--- src/rtl/serial_paralelo_align.sv ---
// Serial-to-parallel byte aligner: hunts for four consecutive 0xBC (COM) bytes, then emits non-COM bytes.
// Optional macro SYNC_LOSS_EN: drop lock after 16 consecutive non-COM bytes.
module serial_paralelo_align (
    input  logic       clk_32f,
    input  logic       reset,
    input  logic       data_in,
    output logic [7:0] data_out,
    output logic       valid_out,
    output logic       active
);
    localparam int unsigned BYTE_W = 8;
    localparam int unsigned BIT_W  = 3;
    localparam int unsigned COM_W  = 3;
    localparam logic [BYTE_W-1:0] COM_CHAR = 8'hBC;
    localparam logic [BIT_W-1:0]  LAST_BIT = 3'd7;
    // com_cnt value seen on the edge that counts the 4th COM
    localparam logic [COM_W-1:0]  COM_LOCK = 3'd3;
`ifdef SYNC_LOSS_EN
    localparam int unsigned LOSS_W = 5;
    localparam logic [LOSS_W-1:0] LOSS_LIMIT = 5'd16;
`endif

    typedef enum logic [1:0] {
        HUNT    = 2'b00,
        LOCKING = 2'b01,
        ACTIVE  = 2'b10
    } state_e;

    state_e              state_q;
    logic [BYTE_W-1:0]   shreg_q;
    logic [BIT_W-1:0]    bit_cnt_q;
    logic [COM_W-1:0]    com_cnt_q;
    logic [BYTE_W-1:0]   data_q;
    logic                valid_q;
    logic                active_q;
`ifdef SYNC_LOSS_EN
    logic [LOSS_W-1:0]   loss_cnt_q;
`endif

    logic [BYTE_W-1:0]   cand_c;
    logic                boundary_c;
    logic                is_com_c;

    assign cand_c     = {shreg_q[BYTE_W-2:0], data_in};
    assign boundary_c = (bit_cnt_q == LAST_BIT);
    assign is_com_c   = (cand_c == COM_CHAR);

    assign data_out  = data_q;
    assign valid_out = valid_q;
    assign active    = active_q;

    // Alignment FSM with registered outputs
    always_ff @(posedge clk_32f or posedge reset) begin
        if (reset) begin
            state_q    <= HUNT;
            shreg_q    <= '0;
            bit_cnt_q  <= '0;
            com_cnt_q  <= '0;
            data_q     <= '0;
            valid_q    <= 1'b0;
            active_q   <= 1'b0;
`ifdef SYNC_LOSS_EN
            loss_cnt_q <= '0;
`endif
        end else begin
            shreg_q <= cand_c;
            if (state_q != HUNT) begin
                bit_cnt_q <= bit_cnt_q + 3'd1;
            end
            case (state_q)
                HUNT: begin
                    valid_q  <= 1'b0;
                    active_q <= 1'b0;
                    if (is_com_c) begin
                        state_q   <= LOCKING;
                        com_cnt_q <= 3'd1;
                        bit_cnt_q <= '0;
                    end
                end
                LOCKING: begin
                    valid_q <= 1'b0;
                    if (boundary_c) begin
                        if (is_com_c) begin
                            com_cnt_q <= com_cnt_q + 3'd1;
                            if (com_cnt_q == COM_LOCK) begin
                                state_q  <= ACTIVE;
                                active_q <= 1'b1;
                            end
                        end else begin
                            state_q   <= HUNT;
                            com_cnt_q <= '0;
                        end
                    end
                end
                ACTIVE: begin
                    if (boundary_c) begin
`ifdef SYNC_LOSS_EN
                        if (loss_cnt_q == LOSS_LIMIT) begin
                            state_q    <= HUNT;
                            active_q   <= 1'b0;
                            valid_q    <= 1'b0;
                            com_cnt_q  <= '0;
                            bit_cnt_q  <= '0;
                            loss_cnt_q <= '0;
                        end else if (is_com_c) begin
                            valid_q    <= 1'b0;
                            loss_cnt_q <= '0;
                        end else begin
                            data_q     <= cand_c;
                            valid_q    <= 1'b1;
                            loss_cnt_q <= loss_cnt_q + 5'd1;
                        end
`else
                        if (is_com_c) begin
                            valid_q <= 1'b0;
                        end else begin
                            data_q  <= cand_c;
                            valid_q <= 1'b1;
                        end
`endif
                    end
                end
                default: begin
                    state_q   <= HUNT;
                    bit_cnt_q <= '0;
                    com_cnt_q <= '0;
                    valid_q   <= 1'b0;
                    active_q  <= 1'b0;
                end
            endcase
        end
    end

endmodule

--- config.mk ---
export PLATFORM = sky130hd
export DESIGN_NAME = serial_paralelo_align
export DESIGN_NICKNAME = d
export VERILOG_FILES = /design/src/rtl/serial_paralelo_align.sv
export SDC_FILE = /design/constraint.sdc
export NUM_CORES = 1
export LEC_CHECK = 0
export ABC_AREA = 1
export BUFFER_PORTS_ARGS = -buffer_cell sky130_fd_sc_hd__buf_2
export CAP_MARGIN = 20
export CORE_UTILIZATION = 35
export CTS_CLUSTER_SIZE = 30
export DETAILED_ROUTE_END_ITERATION = 10
export GPL_TIMING_DRIVEN = 0
export PLACE_DENSITY = 0.58
export SETUP_SLACK_MARGIN = 0.15
export SLEW_MARGIN = 20
export SYNTH_ARGS = -nofsm -noshare
export SYNTH_HDL_FRONTEND = slang
export SYNTH_SLANG_ARGS = --single-unit
--- constraint.sdc ---
create_clock -name clk_32f -period 2.5 [get_ports clk_32f]
set_input_delay 0.625 -clock clk_32f [delete_from_list [all_inputs] [get_ports clk_32f]]
set_output_delay 0.625 -clock clk_32f [all_outputs]
set_load 0.05 [all_outputs]
==> impl_metrics.py <==
metrics = {
    "die": {
        "ios": 13,
        "start_util_pct": 37.7,
        "fp.dieW_um": 60.0,
        "row_count": 20,
        "die_h_um": 60.0,
        "dieArea_mm2": 0.00360,
        "core-area_mm2": 0.00313,
    },
    "clock_tree": {
        "cts_tree": "done",
        "root_buffer": "clkbuf_4",
        "cts_setup_buffers": 0,
        "cts_resized": 0,
        "clkTransAtPathRegs_ps": 140,
        "clock_sinks": 25,
        "cts_buffers": 3,
        "clockBufferDepth": 2,
        "cts_hold_repair.buffers": 0,
        "htree_num_levels": 1,
        "insertion_delay_ps": 320,
    },
    "detailed_routing": {
        "first_pass_iters": 3,
        "wl_um": 1780,
        "drcViolationCount": 0,
        "wl_per_cell_um": 10.1,
        "vias_per_cell": 4.26,
        "num_vias": 749,
        "final_antenna_net_count": 0,
        "drtIter0Drc": 10,
    },
    "job": {
        "drv_cap": 0,
    },
    "global_routing": {
        "antenna_found_initial": 0,
        "grt_pass1_vias": 750,
        "grt_use_total_pct": 12.3,
        "grt_pass1_wl_um": 3160,
        "overflow": 0,
        "grt_max_degree": 26,
    },
    "sta": {
        "hold_viol_final": 0,
        "worstMarginPinSlew_ps": 920,
        "skew_ps": 8.62,
        "slew-limit-headroom_pct": 38.6,
        "finalSetupViolCount": 0,
        "finalSetupTns_ps": 0,
        "fmax_ghz": 0.617,
        "report.final.slew_viol_count": 0,
        "min_period_ps": 1620,
        "timing.final.crit_share_pct": 64.8,
        "rsz0062_at_grt": "false",
        "whs_ps": 393,
    },
    "layout": {
        "syn_to_final_growth_pct": 12.3,
        "n_antenna_cell": 0,
        "fin_nets": 144,
        "fin_util_pct": 42.3,
        "drive_gt1_share_pct": 25.8,
    },
    "logic_synthesis": {
        "yosysTopAreaCell": "dfrtp_1",
        "syn_inst": 116,
        "yosysWarnings": 0,
        "synth.area.top_cells": "dfrtp_1 (53%), ha_1 (8.5%), nand2_1 (8.0%)",
        "syn_area_per_cell_um2": 10.2,
        "synth-edff-count": 0,
        "yosys_most_used_dff": "dfrtp_1",
        "synth_cell_type_count": 20,
        "synthArstFlopShare_pct": 100,
        "mappedNetlistNets": 127,
        "synth_common_cells": "dfrtp_1 (25), nand2_1 (25), inv_1 (19)",
        "syn-cell-area_mm2": 0.00118,
        "yosysSeqAreaShare_pct": 53.1,
        "ys_seq_elements": 25,
        "netlist.area_leader.share_pct": 53.1,
    },
    "placed_design": {
        "io_buffers": 12,
        "gp_congestion": 0.801,
        "dp_hpwl_um": 1350,
    },
    "outcome": {
        "outcome": "complete, no violations",
    },
    "worst_hold_path": {
        "min-delay-path-class": "flop to flop",
    },
    "setup_path": {
        "cp_max_fo": 2,
        "crit_required_ps": 1880,
        "path_cells": "buf_2",
        "path_buf_inv": 1,
        "cp_slowest_cell": "dfrtp_1",
        "regToRegSetupSlack_ps": 950,
        "crit_arrival_ps": 1000,
        "cp-end-kind": "primary output",
        "cpPeakStageDelay_ps": 400,
        "startpoint_type": "flop",
        "crit_family": "flip-flops",
        "critPathKind": "flop to primary output",
    },
    "pwr": {
        "cellPowerDensity_mw_per_mm2": 697,
        "peakVddDrop_v": 0.000333,
        "leakagePower_nw": 0.715,
    },
}
==> worst paths after layout <==
path | cells after the start | from | end
setup / recovery | 1 | data_out[0]$_DFFE_PP0P_ | data_out[0]
hold / removal | 0 | shreg_q[5]$_DFF_PP0_ | shreg_q[6]$_DFF_PP0_
setup reg to reg | 8 | bit_cnt_q[0]$_DFF_PP0_ | com_cnt_q[0]$_DFFE_PP0P_
hold reg to reg | 0 | shreg_q[5]$_DFF_PP0_ | shreg_q[6]$_DFF_PP0_
min in group asynchronous | 2 | reset | data_out[6]$_DFFE_PP0P_
max in group asynchronous | 2 | reset | bit_cnt_q[2]$_DFF_PP0_
==> where the power goes <==
part	leakage [nW]	internal, mW	total (mW)	switching (mW)
clock network	0.0139	0.0612	0.185	0.124
logic	0.375	0.100	0.264	0.164
registers	0.326	0.446	0.473	0.0271
==> metal layers <==
layer / vias up / wire length [µm] / global-route usage [%]
met5: - / 0 / 0
met4: 0 / 51 / 8.97
met3: 4 / 40 / 1.95
met2: 11 / 783 / 18.7
met1: 344 / 903 / 15.7
li1: 390 / - / -
==> layout by cell type, fill, tap and decap left out <==
cell type	netlist	final
a21o_1	1	1
a21oi_4	1	1
buf_12	1	1
buf_2	1	13
clkbuf_4	0	3
clkinvlp_4	0	1
dfrtp_1	25	25
ha_1	8	8
inv_1	19	19
mux2i_1	2	2
nand2_1	25	25
nand2_2	4	4
nand2_4	1	1
nand3_1	2	2
nand3_4	1	1
nor2_1	8	8
nor2_2	1	1
nor2_4	2	2
nor3_1	2	2
o21ai_1	5	5
o21ai_2	6	6
xor2_1	1	1
==> cell families after synthesis <==
| group | Yosys count | synth area share [%] |
|---|---|---|
| muxes | 2 | 1.70 |
| adders and majority gates | 8 | 8.49 |
| AOI/OAI and AO/OA | 13 | 8.60 |
| buffers and inverters | 21 | 8.17 |
| xor gates and xnor gates | 1 | 0.743 |
| DFF | 25 | 53.1 |
| and+or+nand+nor | 46 | 19.2 |
==> final cells by class <==
type	count	area, µm²
plain buffers	2	25.0
clock buffers	3	22.5
clock inverters	1	7.51
fillers	323	1800
inverters	19	71.3
multi-input cells	70	457
flip-flops and latches	25	626
well taps	44	55.1
repair buffers	12	60.1
==> stage by stage <==
step	worst slack (ps)	std cells	cell area, µm²	power, mW
2_1_floorplan	1070	116	1180	0.698
3_3_place_gp	911	172	1290	0.735
3_5_place_dp	883	172	1290	0.749
4_1_cts	863	176	1320	0.939
5_1_grt	826	176	1320	0.993
6_report	879	176	1320	0.922
==> registers in the layout, summed over array words and instances (netlist names) <==
register and count:
data_out 8, shreg_q 7, active 1, bit_cnt_q 3, valid_out 1, com_cnt_q 3, state_q 2
==> worst reg2reg max path: cells and delay by family (launching register included) <==
kind                       cells  cell delay, ps
and+or+nand+nor                3             220
adders and majority gates      2             460
buffers and inverters          2             100
DFF                            1             410
AOI/OAI and AO/OA              1             270
Note: power is estimated with default switching activity, not from simulation.
